File: src/rtl/touch_sequencer_if.sv
// -----------------------------------------------------------------------------
// touch_sequencer_if
// Byte-level handshake between the touch sequencer and an I2C byte engine.
//   req_out   : one-cycle pulse starting one byte transaction (sequencer -> engine)
//   addr_out  : {7-bit device address, R/W}, R/W=1 for read
//   wdata_out : byte to write
//   last_out  : engine issues STOP after this byte
//   done_in   : one-cycle pulse when the byte transaction completes (engine -> sequencer)
//   rdata_in  : read byte, valid with done_in
//   nack_in   : NACK flag, valid with done_in
// -----------------------------------------------------------------------------
interface touch_sequencer_if;
  logic       req_out;
  logic [7:0] addr_out;
  logic [7:0] wdata_out;
  logic       last_out;
  logic       done_in;
  logic [7:0] rdata_in;
  logic       nack_in;

  modport master (
    output req_out, addr_out, wdata_out, last_out,
    input  done_in, rdata_in, nack_in
  );

  modport slave (
    input  req_out, addr_out, wdata_out, last_out,
    output done_in, rdata_in, nack_in
  );
endinterface

File: src/rtl/touch_sequencer.sv
// -----------------------------------------------------------------------------
// touch_sequencer
// Reads one touch sample from an I2C touch controller whenever its interrupt
// line is low: writes register pointer 0x02, reads STAT, XH, XL, YH, YL, then
// publishes clamped coordinates when STAT reports one or two touches. Sample
// attempts are separated by at least GAP_CYC idle cycles.
// Ports:
//   clk_in    : system clock
//   rst_in    : asynchronous active-low reset
//   irq_in    : touch interrupt, active-low, asynchronous to clk_in
//   bus       : byte-engine handshake (master side)
//   valid_out : one-cycle pulse when x_out/y_out/event_out update
//   x_out     : x coordinate, clamped to NUM_COLS-1
//   y_out     : y coordinate, clamped to NUM_ROWS-1
//   event_out : touch event code (XH[7:6])
//   err_out   : one-cycle pulse on NACK or byte timeout
//   busy_out  : high whenever the sequencer is not idle
// -----------------------------------------------------------------------------
module touch_sequencer #(
  parameter logic [6:0] DEV_ADDR    = 7'h38,
  parameter int         NUM_COLS    = 240,
  parameter int         NUM_ROWS    = 320,
  parameter int         TIMEOUT_CYC = 1_000_000,
  parameter int         GAP_CYC     = 100_000
) (
  input  logic                      clk_in,
  input  logic                      rst_in,
  input  logic                      irq_in,
  touch_sequencer_if.master         bus,
  output logic                      valid_out,
  output logic [11:0]               x_out,
  output logic [11:0]               y_out,
  output logic [1:0]                event_out,
  output logic                      err_out,
  output logic                      busy_out
);

  localparam int TW = $clog2(TIMEOUT_CYC + 1);
  localparam int GW = $clog2(GAP_CYC + 1);
  localparam logic [TW-1:0] TO_LAST  = TW'(TIMEOUT_CYC - 1);
  localparam logic [GW-1:0] GAP_LAST = GW'(GAP_CYC - 1);
  localparam logic [11:0]   X_MAX    = 12'(NUM_COLS - 1);
  localparam logic [11:0]   Y_MAX    = 12'(NUM_ROWS - 1);

  typedef enum logic [2:0] {S_IDLE, S_PTR, S_RD, S_EVAL, S_HOLD} state_t;

  function automatic logic [11:0] clamp_coord(input logic [11:0] v, input logic [11:0] lim);
    return (v > lim) ? lim : v;
  endfunction

  state_t        state_q, state_nxt;
  logic          irq_sync_p0, irq_sync_p1;
  logic          pending_q, pending_nxt;
  logic [2:0]    byte_cnt_q, byte_cnt_nxt;
  logic [TW-1:0] wait_cnt_q, wait_cnt_nxt;
  logic [GW-1:0] gap_cnt_q, gap_cnt_nxt;
  logic [3:0]    stat_q, stat_nxt;
  logic [1:0]    xev_q, xev_nxt;
  logic [3:0]    xh_q, xh_nxt;
  logic [7:0]    xl_q, xl_nxt;
  logic [3:0]    yh_q, yh_nxt;
  logic          req_q, req_nxt;
  logic [7:0]    addr_q, addr_nxt;
  logic [7:0]    wdata_q, wdata_nxt;
  logic          last_q, last_nxt;
  logic          valid_q, valid_nxt;
  logic          err_q, err_nxt;
  logic [11:0]   x_q, x_nxt;
  logic [11:0]   y_q, y_nxt;
  logic [1:0]    ev_q, ev_nxt;

  // Stage p0/p1: two-flop synchronizer on the interrupt line
  always_ff @(posedge clk_in or negedge rst_in) begin
    if (!rst_in) begin
      irq_sync_p0 <= 1'b1;
      irq_sync_p1 <= 1'b1;
    end else begin
      irq_sync_p0 <= irq_in;
      irq_sync_p1 <= irq_sync_p0;
    end
  end

  // Sequencer state and registered outputs
  always_ff @(posedge clk_in or negedge rst_in) begin
    if (!rst_in) begin
      state_q    <= S_IDLE;
      pending_q  <= 1'b0;
      byte_cnt_q <= '0;
      wait_cnt_q <= '0;
      gap_cnt_q  <= '0;
      stat_q     <= '0;
      xev_q      <= '0;
      xh_q       <= '0;
      xl_q       <= '0;
      yh_q       <= '0;
      req_q      <= 1'b0;
      addr_q     <= '0;
      wdata_q    <= '0;
      last_q     <= 1'b0;
      valid_q    <= 1'b0;
      err_q      <= 1'b0;
      x_q        <= '0;
      y_q        <= '0;
      ev_q       <= '0;
    end else begin
      state_q    <= state_nxt;
      pending_q  <= pending_nxt;
      byte_cnt_q <= byte_cnt_nxt;
      wait_cnt_q <= wait_cnt_nxt;
      gap_cnt_q  <= gap_cnt_nxt;
      stat_q     <= stat_nxt;
      xev_q      <= xev_nxt;
      xh_q       <= xh_nxt;
      xl_q       <= xl_nxt;
      yh_q       <= yh_nxt;
      req_q      <= req_nxt;
      addr_q     <= addr_nxt;
      wdata_q    <= wdata_nxt;
      last_q     <= last_nxt;
      valid_q    <= valid_nxt;
      err_q      <= err_nxt;
      x_q        <= x_nxt;
      y_q        <= y_nxt;
      ev_q       <= ev_nxt;
    end
  end

  // Next-state logic. A byte is "pending" from its req_out until done_in or
  // timeout; the outputs to the engine are only rewritten when nothing is
  // pending, which keeps them stable across the transaction. The final read's
  // byte is evaluated straight from rdata_in so valid_out lands one cycle
  // after the last done_in, during the EVAL cycle.
  always_comb begin
    state_nxt    = state_q;
    pending_nxt  = pending_q;
    byte_cnt_nxt = byte_cnt_q;
    wait_cnt_nxt = wait_cnt_q;
    gap_cnt_nxt  = gap_cnt_q;
    stat_nxt     = stat_q;
    xev_nxt      = xev_q;
    xh_nxt       = xh_q;
    xl_nxt       = xl_q;
    yh_nxt       = yh_q;
    req_nxt      = 1'b0;
    addr_nxt     = addr_q;
    wdata_nxt    = wdata_q;
    last_nxt     = last_q;
    valid_nxt    = 1'b0;
    err_nxt      = 1'b0;
    x_nxt        = x_q;
    y_nxt        = y_q;
    ev_nxt       = ev_q;

    unique case (state_q)
      S_IDLE: begin
        if (!irq_sync_p1) state_nxt = S_PTR;
      end

      S_PTR, S_RD: begin
        if (!pending_q) begin
          req_nxt      = 1'b1;
          pending_nxt  = 1'b1;
          wait_cnt_nxt = '0;
          if (state_q == S_PTR) begin
            addr_nxt  = {DEV_ADDR, 1'b0};
            wdata_nxt = 8'h02;
            last_nxt  = 1'b1;
          end else begin
            addr_nxt  = {DEV_ADDR, 1'b1};
            wdata_nxt = 8'h00;
            last_nxt  = (byte_cnt_q == 3'd4);
          end
        end else if (bus.done_in) begin
          // done_in wins over a coincident timeout expiry
          pending_nxt = 1'b0;
          if (bus.nack_in) begin
            err_nxt     = 1'b1;
            state_nxt   = S_HOLD;
            gap_cnt_nxt = '0;
          end else if (state_q == S_PTR) begin
            state_nxt    = S_RD;
            byte_cnt_nxt = '0;
          end else begin
            case (byte_cnt_q)
              3'd0: stat_nxt = bus.rdata_in[3:0];
              3'd1: begin
                xev_nxt = bus.rdata_in[7:6];
                xh_nxt  = bus.rdata_in[3:0];
              end
              3'd2: xl_nxt = bus.rdata_in;
              3'd3: yh_nxt = bus.rdata_in[3:0];
              default: ;
            endcase
            if (byte_cnt_q == 3'd4) begin
              state_nxt = S_EVAL;
              if (stat_q == 4'd1 || stat_q == 4'd2) begin
                valid_nxt = 1'b1;
                x_nxt     = clamp_coord({xh_q, xl_q}, X_MAX);
                y_nxt     = clamp_coord({yh_q, bus.rdata_in}, Y_MAX);
                ev_nxt    = xev_q;
              end
            end else begin
              byte_cnt_nxt = byte_cnt_q + 3'd1;
            end
          end
        end else if (wait_cnt_q == TO_LAST) begin
          err_nxt     = 1'b1;
          pending_nxt = 1'b0;
          state_nxt   = S_HOLD;
          gap_cnt_nxt = '0;
        end else begin
          wait_cnt_nxt = wait_cnt_q + TW'(1);
        end
      end

      S_EVAL: begin
        state_nxt   = S_HOLD;
        gap_cnt_nxt = '0;
      end

      S_HOLD: begin
        if (gap_cnt_q == GAP_LAST) state_nxt = S_IDLE;
        else                       gap_cnt_nxt = gap_cnt_q + GW'(1);
      end

      default: state_nxt = S_IDLE;
    endcase
  end

  assign bus.req_out   = req_q;
  assign bus.addr_out  = addr_q;
  assign bus.wdata_out = wdata_q;
  assign bus.last_out  = last_q;
  assign valid_out     = valid_q;
  assign err_out       = err_q;
  assign x_out         = x_q;
  assign y_out         = y_q;
  assign event_out     = ev_q;
  assign busy_out      = (state_q != S_IDLE);

endmodule

File: src/flat_wrapper.sv
// flat-port wrapper written by rule: the top's interface ports become plain ports
module touch_sequencer_flat 
#(
  parameter logic [6:0] DEV_ADDR    = 7'h38,
  parameter int         NUM_COLS    = 240,
  parameter int         NUM_ROWS    = 320,
  parameter int         TIMEOUT_CYC = 1_000_000,
  parameter int         GAP_CYC     = 100_000
)
  (clk_in, rst_in, irq_in, valid_out, x_out, y_out, event_out, err_out, busy_out, bus_req_out, bus_addr_out, bus_wdata_out, bus_last_out, bus_done_in, bus_rdata_in, bus_nack_in);
  touch_sequencer_if bus_i ();
  input  logic clk_in;
  input  logic rst_in;
  input  logic irq_in;
  output logic valid_out;
  output logic [11:0] x_out;
  output logic [11:0] y_out;
  output logic [1:0] event_out;
  output logic err_out;
  output logic busy_out;
  output wire logic [$bits(bus_i.req_out)-1:0] bus_req_out;
  output wire logic [$bits(bus_i.addr_out)-1:0] bus_addr_out;
  output wire logic [$bits(bus_i.wdata_out)-1:0] bus_wdata_out;
  output wire logic [$bits(bus_i.last_out)-1:0] bus_last_out;
  input wire logic [$bits(bus_i.done_in)-1:0] bus_done_in;
  input wire logic [$bits(bus_i.rdata_in)-1:0] bus_rdata_in;
  input wire logic [$bits(bus_i.nack_in)-1:0] bus_nack_in;
  assign bus_req_out = bus_i.req_out;
  assign bus_addr_out = bus_i.addr_out;
  assign bus_wdata_out = bus_i.wdata_out;
  assign bus_last_out = bus_i.last_out;
  assign bus_i.done_in = bus_done_in;
  assign bus_i.rdata_in = bus_rdata_in;
  assign bus_i.nack_in = bus_nack_in;
  touch_sequencer #(.DEV_ADDR(DEV_ADDR), .NUM_COLS(NUM_COLS), .NUM_ROWS(NUM_ROWS), .TIMEOUT_CYC(TIMEOUT_CYC), .GAP_CYC(GAP_CYC)) u_core (.clk_in(clk_in), .rst_in(rst_in), .irq_in(irq_in), .bus(bus_i), .valid_out(valid_out), .x_out(x_out), .y_out(y_out), .event_out(event_out), .err_out(err_out), .busy_out(busy_out));
endmodule
File: config.mk
export PLATFORM = sky130hd
export DESIGN_NAME = touch_sequencer_flat
export DESIGN_NICKNAME = d
export VERILOG_FILES = /design/src/rtl/touch_sequencer_if.sv /design/src/rtl/touch_sequencer.sv /design/src/flat_wrapper.sv
export SDC_FILE = /design/constraint.sdc
export NUM_CORES = 1
export LEC_CHECK = 0
export ABC_AREA = 1
export CAP_MARGIN = 20
export CORE_MARGIN = 1
export CORE_UTILIZATION = 30
export CTS_BUF_LIST = sky130_fd_sc_hd__clkbuf_16
export DETAILED_ROUTE_END_ITERATION = 16
export GPL_TIMING_DRIVEN = 1
export PLACE_DENSITY_LB_ADDON = 0.12
export SLEW_MARGIN = 20
export SYNTH_ARGS = -nofsm -noshare
export SYNTH_HDL_FRONTEND = slang
export SYNTH_SLANG_ARGS = --single-unit
File: constraint.sdc
create_clock -name clk_in -period 3.7 [get_ports clk_in]
set_clock_uncertainty 0.05 [all_clocks]
set_input_delay 0.555 -clock clk_in [delete_from_list [all_inputs] [get_ports clk_in]]
set_output_delay 0.555 -clock clk_in [all_outputs]
set_load 0.05 [all_outputs]
==> flow_summary_export.csv <==
group,metric,value,unit
outcome,outcome,"complete, no violations",
cts,cts_resized,0,
worst_hold_path,hold_class,"input pin to asynchronous set/reset pin",
cells_and_area,diodes,0,
logic_synthesis,synth_ff_type,"dfrtp_1",
logic_synthesis,ys_ff_latch,101,
drt,drt-met1-wl,5.79,mm
cts,root_buffer,"clkbuf_16",
drt,dr_wl_met2,5.66,mm
cts,post_cts_buffers,0,
logic_synthesis,synth_top_cell_area_share,47.4,%
die,die_x,134,µm
drt,first_iter_violations,250,
timing,rsz0062_at_grt,"no",
worst_setup_path,end_kind,"output port",
drt,wl_per_cell,12.9,µm
timing,slew_headroom,41.3,%
logic_synthesis,synthCells,664,
power_and_ir_drop,clkPwrFrac,24.2,%
drt,ant_nets,0,
global_routing,grt_start_max_net_pins,65,
die,core,0.0168,mm²
logic_synthesis,async_flop_share,100,%
timing,tns,0,ns
cts,path_clk_slew,0.07,ns
logic_synthesis,yosysWarningCount,0,
die,die_area,0.0180,mm²
worst_setup_path,arrival,1.85,ns
cts,clk_latency,0.36,ns
global_routing,track_usage,14.5,%
cells_and_area,design_area,0.00616,mm²
cts,cts_num_sinks,101,
timing,hold_violations,0,
drt,first_pass_iters,4,
die,fp.dieH,134,µm
cts,cts_tree,"done",
timing,drv_slew,0,
die,std_cell_rows,47,
power_and_ir_drop,intPower,2.21,mW
timing,min_period,2.46,ns
cts,cts_buffer_depth,2,
worst_setup_path,crit_fanout,4,
cts,cts_buffers,9,
timing,fmax,0.407,GHz
die,ios,60,
cells_and_area,nNetsFinal,730,
logic_synthesis,synth-seq-area-share,48.4,%
placed_design,io_buffers,48,
die,start_util,31.1,%
power_and_ir_drop,vdd_drop_max,0.388,mV
logic_synthesis,synth_edf_count,0,
drt,wl_met3,476,µm
power_and_ir_drop,leakage,2.85,nW
cts,cts_max_level,3,
timing,finalCritPeriodShare,66.4,%
worst_setup_path,critPathKind,"flop to output port",
global_routing,grt_pass1_wl,20.5,mm
global_routing,grt_overflow,0,
cells_and_area,drive_gt1_share,7.83,%
global_routing,antenna_found_initial,0,
placed_design,gp_congestion,0.847,
drt,vias,4257,
placed_design,place_area,0.00586,mm²
worst_setup_path,worst_setup_path_start_kind,"flop",
logic_synthesis,syn_area,0.00523,mm²
drt,drc,0,
drt,wl,12.1,mm
logic_synthesis,syn_area_per_cell,7.88,µm²
global_routing,grt_pass1_vias,4096,
power_and_ir_drop,p_seq_share,37.6,%
cells_and_area,area_delta_synth_final,17.7,%
worst_setup_path,reg2reg_slack,1.58,ns
power_and_ir_drop,sw_frac_of_total,43.8,%
logic_synthesis,ys_top_cells_by_area,"dfrtp_1, nand2_1, nor2_1",
timing,holdWs,0.263,ns
logic_synthesis,yosysTopAreaCell,"dfrtp_1",
flow_run,maxCapViolCount,0,
cts,hold_buffers,0,
placed_design,dpl.hpwl,8.59,mm
timing,final-setup-viol-count,0,
logic_synthesis,synth_cell_types,36,
timing,tightest_slew,0.881,ns
power_and_ir_drop,pwr-share-comb,38.1,%
power_and_ir_drop,power_switching,1.72,mW
drt,vias_per_cell,4.55,
drt,top_layer,"met4",
worst_setup_path,critPathRequiredTime,3.09,ns
power_and_ir_drop,powerDensity,638,mW/mm²
==> sequential cells by signal, summed over array words and instances, names as in the netlist, 2 cells and up <==
| name | count |
|---|---|
| u_core.state_q | 3 |
| u_core.event_out | 2 |
| u_core.xh_q | 4 |
| u_core.wait_cnt_q | 20 |
| u_core.bus.addr_out | 2 |
| u_core.gap_cnt_q | 17 |
| u_core.stat_q | 4 |
| u_core.yh_q | 4 |
| u_core.x_out | 12 |
| u_core.byte_cnt_q | 3 |
| u_core.y_out | 12 |
| u_core.xev_q | 2 |
| u_core.xl_q | 8 |
==> cells in the mapped netlist, types with 4 or more instances <==
library cell,n
a21oi_1,10
buf_2,5
buf_4,16
buf_6,4
dfrtp_1,99
ha_1,7
inv_1,57
inv_2,8
nand2_1,193
nand2_2,4
nand3_1,46
nand4_1,12
nor2_1,86
nor2_2,4
nor3_1,5
o21ai_0,25
o21ai_1,43
or2_2,4
xor2_1,10
==> layout make-up <==
cell class              count  area [µm²]
inverters                  65         244
clock inverters             7        73.8
well taps                 220         275
flip-flops and latches    101        2530
repair buffers             50         505
fillers                  1761       10700
multi-input cells         483        2300
clock buffers               9         225
==> power by group through the flow <==
stage	Combinational [mW]	Sequential [mW]	Clock [mW]
3_5_place_dp	1.52	1.50	0
3_3_place_gp	1.51	1.50	0
6_report	1.50	1.48	0.953
4_1_cts	1.52	1.48	0.996
5_1_grt	1.69	1.51	1.04
2_1_floorplan	1.00	1.63	0
==> metal layers <==
metal  vias to the layer above  global-route usage (%)
li1                       2189                       -
met1                      1979                    18.8
met2                        77                    23.8
met3                        12                    3.74
met4                         0                    4.18
met5                         -                       0
==> worst paths after layout <==
check	end	depth (start not counted)	from
max	busy_out	3	u_core.state_q[1]$_DFFE_PN0P_
min	u_core.bus.addr_out[5]$_DFFE_PN0P_	1	rst_in
max reg2reg	u_core.state_q[0]$_DFFE_PN0P_	8	u_core.wait_cnt_q[0]$_DFFE_PN0P_
min reg2reg	u_core.irq_sync_p1$_DFF_PN1_	0	u_core.irq_sync_p0$_DFF_PN1_
max in group asynchronous	u_core.byte_cnt_q[2]$_DFFE_PN0P_	2	rst_in
min in group clk_in	u_core.irq_sync_p1$_DFF_PN1_	0	u_core.irq_sync_p0$_DFF_PN1_
==> cell families (layout without fill, tap and decap cells) <==
group,after synthesis,in the layout,share of synthesized area [%]
other cells,1,11,0.0717
flops,101,101,48.4
simple gates,368,368,30.9
buf+inv,90,131,8.30
compound gates,87,87,9.02
fa+ha+maj,7,7,1.67
xor+xnor,10,10,1.67
==> worst max-delay path, stage by stage (launching register included) <==
cell and delay [ns]:
dfrtp_1 0.44, nor2_4 0.07, nand2_1 0.15, clkdlybuf4s50_1 0.84
==> through the flow <==
stage	total power [mW]	instances	setup WS [ns]	utilization [%]
2_1_floorplan	2.63	674	2.13	-
3_3_place_gp	3.01	919	1.14	34.8
3_5_place_dp	3.02	919	0.988	34.8
4_1_cts	4.00	935	1.23	36.6
5_1_grt	4.24	935	1.16	36.6
6_report	3.93	935	1.24	36.6
==> placed cells by master, fill, tap and decap left out, types with 5 or more instances in the layout <==
cell type        count
a21oi_1             10
clkbuf_16            9
clkdlybuf4s50_1     47
conb_1              11
dfrtp_1             99
ha_1                 7
inv_1               57
inv_2                8
nand2_1            193
nand3_1             46
nand4_1             12
nor2_1              86
nor3_1               5
o21ai_0             25
o21ai_1             43
xor2_1              10
(Power assumes the default switching activity.)
